$ cat src/rtl/fp32_pkg.sv
// rtl/fp32_pkg.sv - shared types and constants for the FP32 significand divider
package fp32_pkg;

    typedef enum logic [1:0] {
        IDLE = 2'd0,
        BUSY = 2'd1,
        DIV0 = 2'd2,
        DONE = 2'd3
    } div_state_e;

    localparam int          FP32_MANT_W = 24;
    localparam logic [31:0] DIV0_RESULT = 32'hFFFF_FFFF;

endpackage

$ cat src/rtl/register_32bit.sv
// rtl/register_32bit.sv - 32-bit load-enable register with async active-low clear
module register_32bit (
    input  logic        clk,
    input  logic        rst_n,
    input  logic        en,
    input  logic [31:0] d,
    output logic [31:0] q
);

    always_ff @(posedge clk or negedge rst_n) begin
        if (!rst_n) begin
            q <= 32'h0;
        end else if (en) begin
            q <= d;
        end
    end

endmodule

$ cat src/rtl/fp32_mant_div_seq.sv
// rtl/fp32_mant_div_seq.sv - restoring FP32 significand divider, one quotient bit per clock
module fp32_mant_div_seq
    import fp32_pkg::*;
#(
    parameter int MANT_W = FP32_MANT_W
) (
    input  logic              clk,
    input  logic              rst_n,
    input  logic              start,
    input  logic [MANT_W-1:0] dividend_m,
    input  logic [MANT_W-1:0] divisor_m,
    output logic              busy,
    output logic              valid,
    output logic              div_by_zero,
    output logic [31:0]       result
);

    localparam int Q_W   = MANT_W + 3;
    localparam int CNT_W = $clog2(Q_W);

    div_state_e        state;
    logic [CNT_W-1:0]  count;
    logic [MANT_W:0]   rem;
    logic [MANT_W-1:0] div;
    logic [Q_W-1:0]    q;

    logic              rem_ge;
    logic [MANT_W:0]   rem_sub;
    logic [MANT_W:0]   rem_next;
    logic [Q_W-1:0]    q_next;
    logic              last_iter;
    logic              load;
    logic [31:0]       word;

    // rem < 2*div always holds, so the shifted difference never loses its top bit
    always_comb begin
        rem_ge    = rem >= {1'b0, div};
        rem_sub   = rem - {1'b0, div};
        rem_next  = rem_ge ? {rem_sub[MANT_W-1:0], 1'b0} : {rem[MANT_W-1:0], 1'b0};
        q_next    = {q[Q_W-2:0], rem_ge};
        last_iter = (state == BUSY) && (count == CNT_W'(Q_W - 1));
        load      = last_iter || (state == DIV0);
        word      = 32'h0;
        if (state == DIV0) begin
            word = DIV0_RESULT;
        end else begin
            word[Q_W:0] = {q_next, |rem_next};
        end
    end

    always_ff @(posedge clk or negedge rst_n) begin
        if (!rst_n) begin
            state       <= IDLE;
            count       <= '0;
            rem         <= '0;
            div         <= '0;
            q           <= '0;
            div_by_zero <= 1'b0;
        end else begin
            case (state)
                IDLE, DONE: begin
                    if (start) begin
                        div         <= divisor_m;
                        rem         <= {1'b0, dividend_m};
                        q           <= '0;
                        count       <= '0;
                        div_by_zero <= 1'b0;
                        state       <= (divisor_m == '0) ? DIV0 : BUSY;
                    end else begin
                        state <= IDLE;
                    end
                end
                BUSY: begin
                    rem   <= rem_next;
                    q     <= q_next;
                    count <= count + 1'b1;
                    if (last_iter) begin
                        state <= DONE;
                    end
                end
                DIV0: begin
                    div_by_zero <= 1'b1;
                    state       <= DONE;
                end
                default: state <= IDLE;
            endcase
        end
    end

    assign busy  = (state == BUSY) || (state == DIV0);
    assign valid = (state == DONE);

    register_32bit u_result_reg (
        .clk   (clk),
        .rst_n (rst_n),
        .en    (load),
        .d     (word),
        .q     (result)
    );

endmodule

$ cat config.mk
export PLATFORM = sky130hd
export DESIGN_NAME = fp32_mant_div_seq
export DESIGN_NICKNAME = d
export VERILOG_FILES = /design/src/rtl/fp32_pkg.sv /design/src/rtl/register_32bit.sv /design/src/rtl/fp32_mant_div_seq.sv
export SDC_FILE = /design/constraint.sdc
export NUM_CORES = 1
export LEC_CHECK = 0
export ABC_AREA = 0
export CORE_UTILIZATION = 36
export DETAILED_ROUTE_END_ITERATION = 7
export HOLD_SLACK_MARGIN = 0.03
export PLACE_DENSITY_LB_ADDON = 0.12
export SLEW_MARGIN = 25
export SYNTH_ARGS = -nofsm -noshare
export SYNTH_HDL_FRONTEND = slang
export SYNTH_SLANG_ARGS = --single-unit
$ cat constraint.sdc
create_clock -name clk -period 4.1 [get_ports clk]
set_input_delay 1.23 -clock clk [delete_from_list [all_inputs] [get_ports clk]]
set_output_delay 1.23 -clock clk [all_outputs]
set_load 0.1 [all_outputs]
==> impl_metrics.env <==
export IMPL_slowest_stage="or4_1"
export IMPL_p_sw_share_pct=48.5
export IMPL_slew_violations=0
export IMPL_fin_setup_tns_ps=0
export IMPL_fin_nets=813
export IMPL_syn_inst=654
export IMPL_cts_root_to_sink_buffers=2
export IMPL_yosys_area_top_type="dfrtp_1"
export IMPL_seqPwrFrac_pct=23.6
export IMPL_initial_utilization_pct=36.9
export IMPL_ff2ff_path_depth=13
export IMPL_netlist_top_cells_count="dfrtp_1 (112), nand2_1 (90), inv_1 (37), o21ai_0 (37), ha_1 (29)"
export IMPL_synth_seq_cells=112
export IMPL_htreeDepth=3
export IMPL_n_antenna_cell=0
export IMPL_rsz0062_at_grt="false"
export IMPL_crit_end="u_result_reg.q[0]"
export IMPL_fmax_mhz=269
export IMPL_power_share_clock_pct=13.1
export IMPL_syn_nets=735
export IMPL_ys_types=68
export IMPL_synthFlopType="dfrtp_1"
export IMPL_outcome="finished clean"
export IMPL_die_h_um=135
export IMPL_final_hold_viol_count=0
export IMPL_p_per_area_nw_per_um2=942
export IMPL_drt_total_wl_um=17700
export IMPL_setup_ws_ps=387
export IMPL_tritoncts="yes"
export IMPL_antenna_found_initial=0
export IMPL_syn_avg_cell_area_um2=9.80
export IMPL_yosysTopAreaCellShare_pct=43.7
export IMPL_drt_pass1_iterations=4
export IMPL_grt_util_all_layers_pct=20.1
export IMPL_dpl_worst_slack_ps=410
export IMPL_reg2reg_slack_ps=390
export IMPL_grt_max_degree=63
export IMPL_path_class="reg2reg"
export IMPL_tightestPinTransition_ps=1040
export IMPL_dpl_hpwl_um=13400
export IMPL_design_die_area_um2=18300
export IMPL_rows=48
export IMPL_via_per_inst=5.42
export IMPL_startpoint="rem[0]"
export IMPL_period_share_pct=90.6
export IMPL_pwr_share_comb_pct=63.3
export IMPL_synth_area_leaders="dfrtp_1 (44%), ha_1 (5.7%), nand2_1 (5.3%), mux2_2 (4.2%), a22o_1 (3.4%)"
export IMPL_grt_pass1_wl_um=28300
export IMPL_setup_viol=0
export IMPL_coreArea_um2=17400
export IMPL_crit_chain="inv_1 -> ha_1 -> inv_1 -> fa_1 -> a21o_1 -> a221oi_2 -> nor3_2 -> o31ai_4 -> xnor2_1 -> or4_1 -> o41ai_1 -> nor4bb_1 -> a21oi_1"
export IMPL_cp_required_ps=4340
export IMPL_drive_gt1_share_pct=10.6
export IMPL_max_stage_delay_ps=540
export IMPL_relSlewSlack_pct=30.6
export IMPL_seq_area_frac_synth_pct=43.7
export IMPL_synth_edf_count=0
export IMPL_ir_drop_mv=0.316
export IMPL_grt_overflow=0
export IMPL_vias=5215
export IMPL_drt_initial_drc_count=259
export IMPL_drt_antenna_violating_nets=0
export IMPL_path_max_fanout=3
export IMPL_worstSkewPairLatency_ps=360
export IMPL_io_buffer_count=85
export IMPL_r2r_start="rem[0]"
export IMPL_power_switching_mw=3.58
export IMPL_final_util_pct=45.2
export IMPL_yosysMostFrequentCell="dfrtp_1"
export IMPL_cp_arrival_ps=3960
export IMPL_clk_pin_slew_ps=80
export IMPL_fin_crit_ps=3710
export IMPL_syn_area_um2=6410
export IMPL_holdCritPathClass="reg2reg"
export IMPL_numCtsBuffers=9
export IMPL_skew_ps=10.4
export IMPL_synth_async_reset_ratio_pct=100
export IMPL_ctsHoldBuffers=0
export IMPL_die_x_um=135
export IMPL_clock_root_buffer="clkbuf_16"
export IMPL_max_cap_violations=0
export IMPL_grt_pass1_vias=5211
export IMPL_p_int_mw=3.81
export IMPL_io_pins=86
export IMPL_cts_resized_gates=0
export IMPL_cts_sink_count=112
export IMPL_drc=0
export IMPL_path_common_cell="inv_1"
export IMPL_start_kind="flop"
export IMPL_setup_worst_path_end_class="flop"
export IMPL_leakage_nw=3.44
export IMPL_place_gp_congestion=0.890
export IMPL_yosys_warnings=0
export IMPL_wl_per_cell_um=18.4
export IMPL_timing_hold_ws_ps=495
export IMPL_area_growth_pct=22.5
export IMPL_timing_rr_end="u_result_reg.q[0]"
export IMPL_postCtsSetupBuffers=0
==> flip-flops by register name, summed over array words and instances (netlist names) <==
signal and count:
div_by_zero 1, rem 25, q 26, state 2, count 5, u_result_reg.q 29, div 24
==> layer usage <==
metal,track usage (%),share of wire (%),vias to the layer above
met1,27.7,47,2532
met4,6.49,1.7,0
met5,0,0,-
met3,2.24,3.7,19
met2,33.0,47,139
li1,-,-,2525
==> logic make-up (layout without fill, tap and decap cells) <==
logic type	after synthesis	count (layout)	share of synthesized area (%)
and+or+nand+nor	202	202	16.1
AOI/OAI and AO/OA	172	172	19.0
DFF	112	112	43.7
buffers and inverters	71	154	4.72
muxes	45	45	7.49
adders and majority gates	30	30	5.97
xor gates and xnor gates	22	22	3.00
==> critical path: cells and delay by family (launching register included) <==
| family | cells | cell delay, ps |
|---|---|---|
| AND/OR/NAND/NOR | 3 | 970 |
| AO/OA/AOI/OAI | 5 | 1370 |
| XOR/XNOR | 1 | 120 |
| buffers and inverters | 2 | 150 |
| adder cells (fa/ha/maj) | 2 | 580 |
| flip-flops | 1 | 410 |
==> per-stage QoR <==
stage                     cells  total power, mW  cell area [µm²]
after global routing        962             7.95             7850
after floorplan             654             5.11             6410
after CTS                   962             7.42             7850
after detailed placement    946             6.43             7530
final                       962             7.39             7850
after global placement      946             6.42             7530
==> final cells by class <==
cell class	count	area, µm²
multi-input cells	471	3320
flip-flops and latches	112	2800
clock inverters	7	97.6
fillers	1684	9500
inverters	38	143
clock buffers	9	225
well taps	225	282
repair buffers	100	981
==> placed cells by master, fill, tap and decap left out, drive strengths merged, types with 3 or more instances in the layout <==
cell and instances:
a211oi 5, a21o 7, a21oi 29, a22o 25, a22oi 21, and2 3, and3 9, buf 18
clkbuf 9, clkdlybuf4s50 82, clkinv 3, dfrtp 112, ha 29, inv 41, mux2 24, mux2i 21
nand2 90, nand3b 26, nand4 6, nor2 27, nor3 10, nor4 11, o211ai 9, o21a 5
o21ai 39, o221ai 7, o22ai 3, o31a 4, o31ai 3, or4 3, xnor2 12, xor2 10
==> power by group through the flow <==
stage	combinational, mW	clock [mW]	sequential, mW
3_3_place_gp	4.66	0	1.76
5_1_grt	5.13	1.03	1.79
6_report	4.68	0.970	1.74
3_5_place_dp	4.66	0	1.77
2_1_floorplan	3.46	0	1.65
4_1_cts	4.68	0.995	1.75
==> worst min path at each step <==
stage	from	endpoint	slack, ps	depth (start not counted)
2_1_floorplan	rem[24]	rem[24]	450	2
3_3_place_gp	u_result_reg.q[16]	u_result_reg.q[16]	480	2
3_5_place_dp	u_result_reg.q[10]	u_result_reg.q[10]	480	2
4_1_cts	rem[24]	rem[24]	500	2
5_1_grt	u_result_reg.q[9]	u_result_reg.q[9]	520	2
6_report	u_result_reg.q[13]	u_result_reg.q[13]	500	2
No activity file was read; power rests on OpenSTA's default activity.
==> edit 1: new RTL, same settings <==
Change the package constant `FP32_MANT_W` from 24 to 12.
--- a/src/rtl/fp32_pkg.sv
+++ b/src/rtl/fp32_pkg.sv
@@ -9,5 +9,5 @@
     } div_state_e;
 
-    localparam int          FP32_MANT_W = 24;
+    localparam int          FP32_MANT_W = 12;
     localparam logic [31:0] DIV0_RESULT = 32'hFFFF_FFFF;
 
Interface: changed (resized dividend_m and divisor_m); port bits go from 86 to 62. The function was not compared with the original's and may differ.
==> edit 1 against the unedited design <==
- routed wire length fell by 50%
- final cell count decreased by 41%
- setup slack improved by 0.60 ns
- register-to-register slack improved by 0.89 ns
- clock skew shrank 0.0042 ns
- synthesized cell count fell by 42%
- largest cell class unchanged
- synthesized area down 42%
- global-route usage shrank 3.0 points
- total power shrank 45%
- highest routed layer unchanged
- critical path type is now flip-flop to primary output
- sequential cell count down 49
- critical path depth down 12
- largest power group unchanged
- cell area is 43% lower
==> edit 1: results <==
routing:
  initialDrtViolationCount: 112
  drt-wirelength-per-cell_um: 15.53
  vias_per_cell: 5.127
pwr:
  pwr-share-seq_pct: 23.2
  leakage_nw: 2.009
  vdd_drop_max_mv: 0.7151
  switching_share_pct: 48.70
global_routing:
  antenna_found_initial: 0
  grt_pass1_vias: 2945
  grt_pass1_wl_um: 14840
  grt_usage_pct: 17.13
  grt_max_degree: 41
finish:
  nets: 474
  reg.largest.list: "u_result_reg.q x17, q x14, rem x13"
  drive_gt1_share_pct: 16.82
  diodes: 0
yosys:
  yosys-top-cells-area: "dfrtp_1 42%, ha_1 5.7%, nand2_1 4.7%, mux2_2 3.6%, a22o_1 3.5%"
  synthCells: 382
  yosys.cell_types.count: 57
  ys_seq_area_share_pct: 42.11
  synth_commonest_cells: "63 x dfrtp_1, 47 x nand2_1, 27 x nor2_1"
  synth_nets: 427
placed_design:
  gp_routability_congestion: 0.7731
  numPortBuffers: 61
  dpl.hpwl_um: 6633
  place_inst: 551
  place_worst_setup_slack_ns: 1.075
  dpl-instance-area_mm2: 0.004307
clock_network:
  cts_buffers: 9
  cts_setup_buffers: 0
  clkLatencyLatePin_ns: 0.33
  clockRootBuffer: "clkbuf_8"
run_status:
  status: "complete, no violations"
sta:
  skew_ns: 0.006253
  worst_pin_slew_ns: 0.9951
setup_path:
  critPathMaxStageDelay_ns: 1.17
  critical_path_arrival_ns: 1.88
  crit_family: "buffers and inverters"
==> edit 1: per-layer routing <==
| metal | vias up | global-route usage, % | share of wire, % |
|---|---|---|---|
| li1 | 1441 | - | - |
| met1 | 1377 | 23.77 | 50 |
| met2 | 82 | 26.67 | 44 |
| met3 | 7 | 4.073 | 5.0 |
| met4 | 0 | 4.592 | 0.67 |
| met5 | - | 0 | 0 |
==> edit 1: cell families (layout without fill, tap and decap cells) <==
group           count (synthesis)  count (layout)  share of synthesized area (%)
buf+inv                        56             108                          8.255
simple gates                  128             128                          17.38
compound gates                 89              89                          18.25
xor+xnor                        7               7                          1.638
fa+ha+maj                      18              18                          6.216
flops                          63              63                          42.11
mux                            21              21                          6.150
==> edit 1: final timing paths <==
check,to,depth (start not counted),start,slack (ns)
setup reg to reg,u_result_reg.q[0],11,rem[0],1.28
hold / removal,u_result_reg.q[4],2,u_result_reg.q[4],0.50
hold reg to reg,u_result_reg.q[4],2,u_result_reg.q[4],0.50
min in group asynchronous,rem[4],1,rst_n,0.86
setup / recovery,div_by_zero,1,div_by_zero,0.99
max in group asynchronous,state[0],2,rst_n,2.52
==> edit 1: worst min-delay path, cell delays in order, from the launching register on <==
cell,delay [ns]
dfrtp_1,0.34
nand2_1,0.05
nand3b_1,0.07
==> edit 1: power by group through the flow <==
stage / Sequential (mW) / Clock [mW] / Combinational (mW)
2_1_floorplan: 0.958 / 0 / 2.13
3_3_place_gp: 0.953 / 0 / 2.56
3_5_place_dp: 0.961 / 0 / 2.58
4_1_cts: 0.949 / 0.547 / 2.59
5_1_grt: 0.973 / 0.573 / 2.85
6_report: 0.947 / 0.531 / 2.60
==> edit 1: layout make-up <==
| class | instances | area (um^2) |
|---|---|---|
| timing repair buffer | 67 | 605.6 |
| inverter | 25 | 96.34 |
| multi-input combinational | 263 | 1862 |
| clock buffer | 10 | 137.6 |
| sequential | 63 | 1577 |
| fill | 978 | 5405 |
| clock inverter | 6 | 60.06 |
| tap | 133 | 166.4 |
==> edit 2: new RTL, same flow settings <==
Made on the original files. Register the outputs `busy` and `valid`; this adds one clock of latency there. The other outputs are not delayed to match.
--- a/src/rtl/fp32_mant_div_seq.sv
+++ b/src/rtl/fp32_mant_div_seq.sv
@@ -88,6 +88,8 @@
     end
 
-    assign busy  = (state == BUSY) || (state == DIV0);
-    assign valid = (state == DONE);
+    always_ff @(posedge clk) begin
+        busy  <= (state == BUSY) || (state == DIV0);
+        valid <= (state == DONE);
+    end
 
     register_32bit u_result_reg (
Check against the original RTL: not equivalent (Yosys sat finds a counterexample within 4 cycles, from zero or initial values and one cycle with rst_n low).
==> edit 2 against the unedited design <==
- global-route usage rose by 0.11 points
- cell area rose by 3.1%
- setup slack improved by 0.18 ns
- routed wire length fell by 1.1%
- clock power rose by 56%
- combinational power rose by 1%
- synthesized cell count rose by 1.5%
- final cell count rose by 1.8%
- sequential cell count rose by 2
- synthesized area rose by 0.80%
- total power rose by 8.1%
- die area rose by 0.79%
- critical path depth fell by 2
- critical path type unchanged
- critical endpoint unchanged
==> edit 2: results <==
global_routing:
  grt_use_met2_pct: 32.91
  use_met3_pct: 3.468
pwr:
  vdd_drop_max_mv: 0.3988
  leakage_nw: 3.555
setup_path:
  cp_max_fo: 13
  critPathMaxStageDelay_ns: 0.75
  critical_path_arrival_ns: 3.84
  crit_slowest_cell: "a31oi_2"
  reg2reg_slack_ns: 0.56
finish:
  drive_gt1_share_pct: 11.94
  buffers: 95
  fillers: 1668
  clock_cell_area_share_pct: 7.340
  n_all_inverters: 31
  multi_input_cells: 482
  nets: 822
yosys:
  synthAdderAreaFrac_pct: 5.923
  yosys-top-cells-area: "dfrtp_1 43%, nand2_1 6.1%, ha_1 5.6%, mux2_2 4.5%, a22o_1 3.5%"
  avgSynthCellArea_um2: 9.734
  yosys.cell_types.count: 70
  ys_seq_area_share_pct: 43.98
  synth-xor-area-share_pct: 3.659
  synthArstFlopShare_pct: 98.25
routing:
  wirelength_um: 17540
  initialDrtViolationCount: 332
  wl_met3_um: 771
  vias: 5297
  met2WireLength_um: 8252
  drt-wirelength-per-cell_um: 17.92
placed_design:
  dpl.hpwl_um: 12800
  gp_routability_congestion: 0.8713
worst_hold_path:
  worstHoldStart: "u_result_reg.q[24]"
  whs_endpoint: "u_result_reg.q[24]"
clock_network:
  cts_max_level: 4
  clkLatencyLatePin_ns: 0.42
sta:
  hold_slack_ns: 0.4929
  worst_pin_slew_ns: 0.9764
run_status:
  status: "complete, no violations"
-- edit 2: cell types whose count changed in the layout (fill, tap and decap cells not counted), sizes merged, moves of 5 or more --
cell and delta:
clkbuf +9, and3 -8, a21oi +9, buf -7, o211ai -7, nand2 +15, nor2 +6, mux2i -6
o21a +5, o221ai -6, inv -8
-- edit 2: worst register-to-register path, cell delays in order, from the launching register on --
cell	delay (ns)
dfrtp_1	0.44
ha_1	0.46
and4_1	0.28
nand4_1	0.13
nor4_2	0.26
nor3b_2	0.11
a31oi_2	0.75
mux2i_1	0.39
nand4_1	0.16
nor3_1	0.16
and4_1	0.22
a31oi_1	0.08
-- edit 2: power by group --
part,internal (mW),switching [mW]
Combinational,1.86,2.87
Sequential,1.46,0.301
Clock,0.917,0.588
Total,4.24,3.76
